--- src/rtl/calc_pkg.sv ---
// Shared types and helpers for the 3-bit signed calculator datapaths.
// Contents:
//   DVD_W_DEF / DVS_W_DEF : default divider magnitude widths
//   state_t               : divider sequencer states
//   sm_sign               : sign-magnitude sign cleanup (no -0)
package calc_pkg;

  localparam int unsigned DVD_W_DEF = 4;
  localparam int unsigned DVS_W_DEF = 2;

  typedef enum logic [1:0] {
    IDLE = 2'd0,
    CALC = 2'd1,
    DONE = 2'd2
  } state_t;

  // A zero magnitude always carries a positive sign.
  function automatic logic sm_sign(input logic sign, input logic nonzero);
    return sign & nonzero;
  endfunction

endpackage

--- src/rtl/div_step.sv ---
// One combinational restoring-division step.
// Ports:
//   rem_in  : partial remainder before this step
//   dvd_bit : next dividend bit (MSB first)
//   dvs_mag : divisor magnitude
//   rem_out : partial remainder after this step
//   qbit    : quotient bit produced by this step
module div_step #(
  parameter int unsigned DVS_W = 2
) (
  input  logic [DVS_W:0]   rem_in,
  input  logic             dvd_bit,
  input  logic [DVS_W-1:0] dvs_mag,
  output logic [DVS_W:0]   rem_out,
  output logic             qbit
);

  localparam int unsigned SH_W  = DVS_W + 2;
  localparam int unsigned REM_W = DVS_W + 1;

  logic [SH_W-1:0] shifted;
  logic [SH_W-1:0] dvs_ext;

  // Compare at full width so a zero divisor lets the remainder keep growing.
  always_comb begin
    shifted = {rem_in, dvd_bit};
    dvs_ext = SH_W'(dvs_mag);
    qbit    = (shifted >= dvs_ext);
    rem_out = REM_W'(qbit ? (shifted - dvs_ext) : shifted);
  end

endmodule

--- src/rtl/signed_div_seq.sv ---
// Iterative sign-magnitude restoring divider, one quotient bit per clock.
// Ports:
//   clk, rst_n : clock, asynchronous active-low reset
//   start      : request, accepted only when idle
//   dividend   : [DVD_W] sign, [DVD_W-1:0] magnitude
//   divisor    : [DVS_W] sign, [DVS_W-1:0] magnitude
//   busy       : sequencer not idle
//   done       : one-cycle pulse, results valid
//   quotient   : sign-magnitude quotient, held until replaced
//   remainder  : sign-magnitude remainder, held until replaced
//   dz         : divide-by-zero flag, valid with done
// Build option: DIV_ZERO_TRAP_EN short-circuits a zero divisor and raises dz.
module signed_div_seq
  import calc_pkg::*;
#(
  parameter int unsigned DVD_W = DVD_W_DEF,
  parameter int unsigned DVS_W = DVS_W_DEF
) (
  input  logic             clk,
  input  logic             rst_n,
  input  logic             start,
  input  logic [DVD_W:0]   dividend,
  input  logic [DVS_W:0]   divisor,
  output logic             busy,
  output logic             done,
  output logic [DVD_W:0]   quotient,
  output logic [DVS_W:0]   remainder,
  output logic             dz
);

  localparam int unsigned CNT_W = $clog2(DVD_W + 1);

  state_t             state, state_d;
  logic [CNT_W-1:0]   cnt, cnt_d;
  logic [DVD_W-1:0]   dvd_sh, dvd_sh_d;   // dividend bits out, quotient bits in
  logic [DVS_W-1:0]   dvs_mag, dvs_mag_d;
  logic [DVS_W:0]     rem, rem_d;
  logic               q_sign, q_sign_d;
  logic               r_sign, r_sign_d;
  logic               busy_d, done_d, dz_d;
  logic [DVD_W:0]     quotient_d;
  logic [DVS_W:0]     remainder_d;
  logic [DVS_W:0]     step_rem;
  logic               step_qbit;
`ifdef DIV_ZERO_TRAP_EN
  logic               dz_pend, dz_pend_d;
`endif

  div_step #(.DVS_W(DVS_W)) u_step (
    .rem_in  (rem),
    .dvd_bit (dvd_sh[DVD_W-1]),
    .dvs_mag (dvs_mag),
    .rem_out (step_rem),
    .qbit    (step_qbit)
  );

  // Next-state, datapath and output computation.
  always_comb begin
    state_d     = state;
    cnt_d       = cnt;
    dvd_sh_d    = dvd_sh;
    dvs_mag_d   = dvs_mag;
    rem_d       = rem;
    q_sign_d    = q_sign;
    r_sign_d    = r_sign;
    done_d      = 1'b0;
    dz_d        = dz;
    quotient_d  = quotient;
    remainder_d = remainder;
`ifdef DIV_ZERO_TRAP_EN
    dz_pend_d   = dz_pend;
`endif

    case (state)
      IDLE: begin
        if (start) begin
          dvd_sh_d  = dividend[DVD_W-1:0];
          dvs_mag_d = divisor[DVS_W-1:0];
          rem_d     = '0;
          cnt_d     = CNT_W'(DVD_W - 1);
          // -0 operands are treated as +0.
          q_sign_d  = sm_sign(dividend[DVD_W], |dividend[DVD_W-1:0])
                    ^ sm_sign(divisor[DVS_W], |divisor[DVS_W-1:0]);
          r_sign_d  = dividend[DVD_W];
          state_d   = CALC;
`ifdef DIV_ZERO_TRAP_EN
          dz_pend_d = 1'b0;
          if (divisor[DVS_W-1:0] == '0) begin
            dvd_sh_d  = '1;
            dz_pend_d = 1'b1;
            state_d   = DONE;
          end
`endif
        end
      end

      CALC: begin
        dvd_sh_d = {dvd_sh[DVD_W-2:0], step_qbit};
        rem_d    = step_rem;
        cnt_d    = cnt - CNT_W'(1);
        if (cnt == '0) begin
          state_d = DONE;
        end
      end

      DONE: begin
        done_d      = 1'b1;
        quotient_d  = {sm_sign(q_sign, |dvd_sh), dvd_sh};
        remainder_d = {sm_sign(r_sign, |rem[DVS_W-1:0]), rem[DVS_W-1:0]};
`ifdef DIV_ZERO_TRAP_EN
        dz_d        = dz_pend;
`else
        dz_d        = 1'b0;
`endif
        state_d     = IDLE;
      end

      default: begin
        state_d = IDLE;
      end
    endcase

    busy_d = (state_d != IDLE);
  end

  // State, datapath and registered outputs.
  always_ff @(posedge clk or negedge rst_n) begin
    if (!rst_n) begin
      state     <= IDLE;
      cnt       <= '0;
      dvd_sh    <= '0;
      dvs_mag   <= '0;
      rem       <= '0;
      q_sign    <= 1'b0;
      r_sign    <= 1'b0;
      busy      <= 1'b0;
      done      <= 1'b0;
      dz        <= 1'b0;
      quotient  <= '0;
      remainder <= '0;
`ifdef DIV_ZERO_TRAP_EN
      dz_pend   <= 1'b0;
`endif
    end else begin
      state     <= state_d;
      cnt       <= cnt_d;
      dvd_sh    <= dvd_sh_d;
      dvs_mag   <= dvs_mag_d;
      rem       <= rem_d;
      q_sign    <= q_sign_d;
      r_sign    <= r_sign_d;
      busy      <= busy_d;
      done      <= done_d;
      dz        <= dz_d;
      quotient  <= quotient_d;
      remainder <= remainder_d;
`ifdef DIV_ZERO_TRAP_EN
      dz_pend   <= dz_pend_d;
`endif
    end
  end

endmodule

--- config.mk ---
export PLATFORM = sky130hd
export DESIGN_NAME = signed_div_seq
export DESIGN_NICKNAME = d
export VERILOG_FILES = /design/src/rtl/calc_pkg.sv /design/src/rtl/div_step.sv /design/src/rtl/signed_div_seq.sv
export SDC_FILE = /design/constraint.sdc
export NUM_CORES = 1
export LEC_CHECK = 0
export ABC_AREA = 1
export CORE_MARGIN = 2
export CORE_UTILIZATION = 50
export DETAILED_ROUTE_END_ITERATION = 10
export PLACE_DENSITY = 0.83
export SYNTH_ARGS = -nofsm -noshare
export SYNTH_HDL_FRONTEND = slang
export SYNTH_SLANG_ARGS = --single-unit
--- constraint.sdc ---
create_clock -name clk -period 3.2 [get_ports clk]
set_input_delay 0.64 -clock clk [delete_from_list [all_inputs] [get_ports clk]]
set_output_delay 0.64 -clock clk [all_outputs]
set_load 0.02 [all_outputs]
==> summary.txt <==
Floorplan
  – IO Pins: 22
  – Die W: 53.2 um
  – Std-Cell Rows: 17
  – Initial Util: 53.7%
  – Die area: 0.00283 mm^2
  – Core Region: 0.00225 mm^2
  – Die Ht: 53.2 um

Synth
  – Synthesized flop and latch total: 26
  – Ys Warns: 0
  – Syn_area_per_cell: 8.83 um^2
  – Syn Nets: 153
  – Sequential area share after synthesis: 53.8%
  – Unique cell type count in the Yosys netlist: 23
  – Synthesized cell area: 0.00121 mm^2
  – Post-Synthesis Cells: 137

STA
  – Setup repair after global routing missed its margin: no
  – Final slew viol count: 0
  – Setup TNS: 0 ns
  – Final Hold Vio Count: 0
  – Setup Viol. Count Final: 0
  – Period Utilization, post-route: between 60% and 70%
  – Fin crit period: 1.94 ns
  – Worst hold slack: approximately 0.5 ns
  – Setup Skew: 0.00825 ns
  – Fmax: ~0.52 GHz

Finish
  – Most common cell after layout, fill and taps aside: nand2_1
  – Ratio of cells with drive above 1 in the final layout: 10.6%
  – Fillers: 190
  – Non-Filler Instances: 188
  – Multi-input gate area: 480 um^2
  – Fin nets: roughly 180
  – Most frequent cells in the layout: nand2_1, dfrtp_1, clkdlybuf4s50_1
  – Diode count: 0
  – Area Growth Syn to Fin: 21.5%
  – Seq. cell area: 651 um^2

Route
  – Routed vias/inst: 5.35
  – DRT antenna net count: 0
  – Final wirelength: roughly 2.4 mm
  – Drt wl/cell: 12.9 um
  – DRT iter0 DRCs: 56
  – Post-route DRC: 0
  – Drt first pass iters: 4
  – Vias: 1006

Clock network
  – CTS tree: built
  – TritonCTS Buffers: 3
  – Post-CTS Hold Buffers: 0
  – Clock slew at reported path FFs: 0.14 ns
  – Clock Tree Root: clkbuf_4
  – Clock sink count: 26
  – Resized cells post-CTS: 0
  – Max H-tree Level: 1
  – Clock Path Buffers: 2
  – Worst-Skew Late Latency: approximately 0.32 ns
  – Post-CTS setup buffers: 0

Hold path
  – Min-delay src: remainder[1]
  – Worst hold path type: flop to flop
  – Hold endpoint: remainder[1]
  – Hold Path Cell Cnt: 2

Critical path
  – R2R Setup Slk: 1.62 ns
  – Critical path fanouts, max: 2
  – Critical path class: flop to output pin
  – Critical Path AT: 1.30 ns
  – Setup crit end kind: output pin
  – R2R depth: 7
  – Crit path required time: 2.56 ns
  – Capture point of the worst reg-to-reg path: rem[1]
  – CP Cell Sequence: clkdlybuf4s50_1
  – Crit start category: flop
  – Buf+Inv Stages, Crit Path: 1
  – Crit-path leading delay family: buffers and inverters
  – Largest stage delay, worst path: approximately 0.60 ns
  – Worst R2R Start: dvd_sh[3]
  – Crit-path slowest cell: clkdlybuf4s50_1

GRT
  – Total grt overflow: 0
  – First-pass GRT wire length: 4.01 mm
  – Vias in the first global route: 934
  – Gr usage total: about a fifth
  – Initial antenna violation count: 0
  – Pin count of the biggest net entering global routing: 27

Pwr
  – Leak: about 0.00073 uW
  – Max VDD drop: between 0.0005 and 0.0006 V
  – Pwr Density: roughly 1000 mW/mm^2

Job
  – Max Cap Viol: 0

Place
  – DPL Wire Length: 1.85 mm
  – RePlAce Congestion: 0.893
  – Placed Cells incl. Taps: 184
  – IO Port Bufs: 20

Run status
  – Outcome: finished clean
-- metrics by stage --
stage                     setup WS (ns)  utilization (%)  total power [uW]  cell area, um^2
final                              1.26             65.2              1520             1470
after global routing               1.20             65.2              1640             1470
after CTS                          1.26             65.2              1520             1470
after detailed placement           1.39             63.6              1350             1430
after global placement             1.43             63.6              1300             1430
after floorplan                    1.82                -              1090             1210
-- report_power, final --
group	switching, uW	total [uW]	internal, uW	leakage [uW]
registers	83.4	567	483	0.000320
clock network	96.6	166	69.6	0.0000210
logic	485	789	303	0.000390
total	665	1520	856	0.000731
-- metal layers --
metal | track usage, % | vias to the layer above | share of wire (%)
li1 | - | 482 | -
met5 | 0 | - | 0
met1 | 23.9 | 485 | 43
met3 | 2.82 | 8 | 4.1
met4 | 8.97 | 0 | 2.5
met2 | 35.6 | 31 | 50
-- sequential cells by signal, indices dropped and copies added (netlist names), 2 cells and up --
signal / cells
remainder: 3
dvs_mag: 2
rem: 3
state: 2
quotient: 5
dvd_sh: 4
cnt: 3
-- cell usage after synthesis (all sizes together) --
library cell,number,area share [%]
nor2,10,3.3
a31oi,1,0.52
fa,1,1.7
o21ai,16,7.5
nand2,47,15
a22oi,1,0.62
conb,1,0.31
nand4,3,1.6
o211ai,1,0.62
xnor2,1,0.72
nand3,7,3.3
ha,4,4.1
buf,2,1.6
inv,16,5.0
dfrtp,26,54
-- final cells by class --
class	instances	area share [%]
sequential	26	44.3
multi-input combinational	93	32.7
clock buffer	4	2.47
timing repair buffer	21	14.1
inverter	16	4.09
tap	28	2.38
-- cells by family after synthesis --
logic type                 after synthesis  synth area share (%)
buffers and inverters                   18                  6.52
AOI/OAI and AO/OA                       19                  9.31
adders and majority gates                5                  5.79
other                                    1                 0.310
xor gates and xnor gates                 1                 0.724
and+or+nand+nor                         67                  23.6
DFF                                     26                  53.8
-- worst max-delay path by stage --
| stage | from | to | slack (ns) | depth (start not counted) |
|---|---|---|---|---|
| floorplan | dvs_mag[0] | rem[0] | 1.82 | 6 |
| global placement | start | state[0] | 1.43 | 5 |
| detailed placement | start | rem[2] | 1.39 | 6 |
| CTS | remainder[2] | remainder[2] | 1.26 | 1 |
| global route | quotient[4] | quotient[4] | 1.20 | 1 |
| finish | remainder[2] | remainder[2] | 1.26 | 1 |
No activity file was read; power rests on OpenSTA's default activity.
==> RTL edit, RTL diff (config.mk and constraints unchanged) <==
Remove the register `busy`: a continuous assignment takes its place, so the output `busy` follows one clock earlier.
--- a/src/rtl/signed_div_seq.sv
+++ b/src/rtl/signed_div_seq.sv
@@ -135,3 +135,2 @@
       r_sign    <= 1'b0;
-      busy      <= 1'b0;
       done      <= 1'b0;
@@ -151,3 +150,2 @@
       r_sign    <= r_sign_d;
-      busy      <= busy_d;
       done      <= done_d;
@@ -162,2 +160,4 @@
 
+  assign busy = busy_d;
+
 endmodule
Check against the original RTL: not equivalent (Yosys sat finds a counterexample within 4 cycles, from zero or initial values and one cycle with rst_n low).
==> RTL edit against the original RTL <==
Count of clock-buffer cells in the layout stayed put. Combinational power is 1% lower. Wire length is 6.4% lower. Critical path depth is 3 higher. Design area is 2.4% lower. Synthesized cell count is 0.73% lower. Maximum frequency is 29% lower. Sequential power is 4.4% lower. Sequential cell count is 1 lower. Worst setup slack worse by 0.78 ns. Synthesized area is 2.1% lower. Power is 3.9% lower.
==> RTL edit: results <==
{
  "status": "complete, no violations",
  "grt_max_degree": 26,
  "final_nets": 176,
  "top_layer": "met4",
  "ys_seq_area_share_pct": 52.80,
  "numCtsBuffers": 3,
  "synthTopCellsByCount": "nand2_1, dfrtp_1, inv_1",
  "fillCellCount": 201,
  "finalClockSkew_ns": 0.002053,
  "dp_hpwl_um": 1755,
  "drt_pass1_iterations": 4,
  "route.met3.wl_um": 91,
  "vdd_drop_max_mv": 0.5423,
  "drtIter0Drc": 19,
  "met2_length_um": 1070,
  "drive_above_1_share_pct": 10.06,
  "clkTransAtPathRegs_ns": 0.13,
  "synth.area.top_cells": "dfrtp_1, nand2_1, ha_1",
  "critPathArrivalTime_ns": 2.08,
  "yosys.area_share.adder_pct": 5.913,
  "synth_xor_area_share_pct": 0.7392,
  "syn-num-nets": 152,
  "async_flop_share_pct": 100.0,
  "yosysUniqueCellTypes": 23,
  "cts_resized": 0,
  "path_max_fanout": 10,
  "grt_pass1_vias": 904,
  "track_usage_pct": 19.04,
  "synth_compound_area_share_pct": 9.504,
  "p_leak_nw": 0.7136,
  "place.gp.congestion": 0.8644,
  "clockBufferDepth": 2,
  "vias": 969,
  "antenna_cells": 0,
  "routed_wl_um": 2264,
  "wl_met1_um": 1033,
  "grt_pass1_wl_um": 3829
}
==> RTL edit: cell types whose count changed after synthesis, sizes merged <==
cell   unedited run  this run
dfrtp            26        25
==> RTL edit: cells by family after synthesis <==
| kind of cell | count (synthesis) |
|---|---|
| other | 1 |
| and+or+nand+nor | 67 |
| AOI/OAI and AO/OA | 19 |
| DFF | 25 |
| buffers and inverters | 18 |
| xor gates and xnor gates | 1 |
| adders and majority gates | 5 |
==> RTL edit: worst paths after layout <==
path | endpoint | from | depth (start not counted) | slack, ns
min in group asynchronous | remainder[1] | rst_n | 2 | 0.67
setup reg to reg | rem[2] | dvd_sh[3] | 6 | 1.68
setup / recovery | busy | start | 4 | 0.48
max in group asynchronous | rem[0] | rst_n | 2 | 2.30
hold reg to reg | remainder[1] | remainder[1] | 2 | 0.49
hold / removal | remainder[1] | remainder[1] | 2 | 0.49
==> RTL edit: stage by stage <==
stage	cell area, µm²	hold WS (ns)	utilization (%)	worst slack [ns]	std cells
after global placement	1409	0.4559	63.08	0.4987	183
after floorplan	1185	0.3444	-	1.635	136
after global routing	1435	0.5157	64.26	0.4330	187
after detailed placement	1409	0.4669	63.08	0.4882	183
final	1435	0.4942	64.26	0.4834	187
after CTS	1435	0.4987	64.26	0.4861	187
==> RTL edit: critical path, cell delays in order <==
cell             delay [ns]
clkdlybuf4s50_1        0.49
nand3_2                0.16
nand2_4                0.16
clkdlybuf4s50_1        0.62
==> RTL edit: routing by layer <==
layer / GRT usage [%] / vias up
met3: 2.571 / 8
li1: - / 477
met5: 0 / -
met1: 24.02 / 457
met4: 9.829 / 0
met2: 31.67 / 27
==> RTL edit: layout make-up <==
type	instances	area, µm²	share of cell area (%)
clock buffer	4	26.28	1.831
inverter	16	60.06	4.185
multi-input combinational	93	480.5	33.48
sequential	25	625.6	43.59
tap	28	35.03	2.441
timing repair buffer	21	207.7	14.47
==> RTL edit: power by group <==
part | switching [mW] | internal (mW) | total [mW] | leakage [nW]
sequential | 0.0782 | 0.464 | 0.542 | 0.309
clock | 0.0920 | 0.0487 | 0.141 | 0.0150
combinational | 0.473 | 0.306 | 0.779 | 0.390
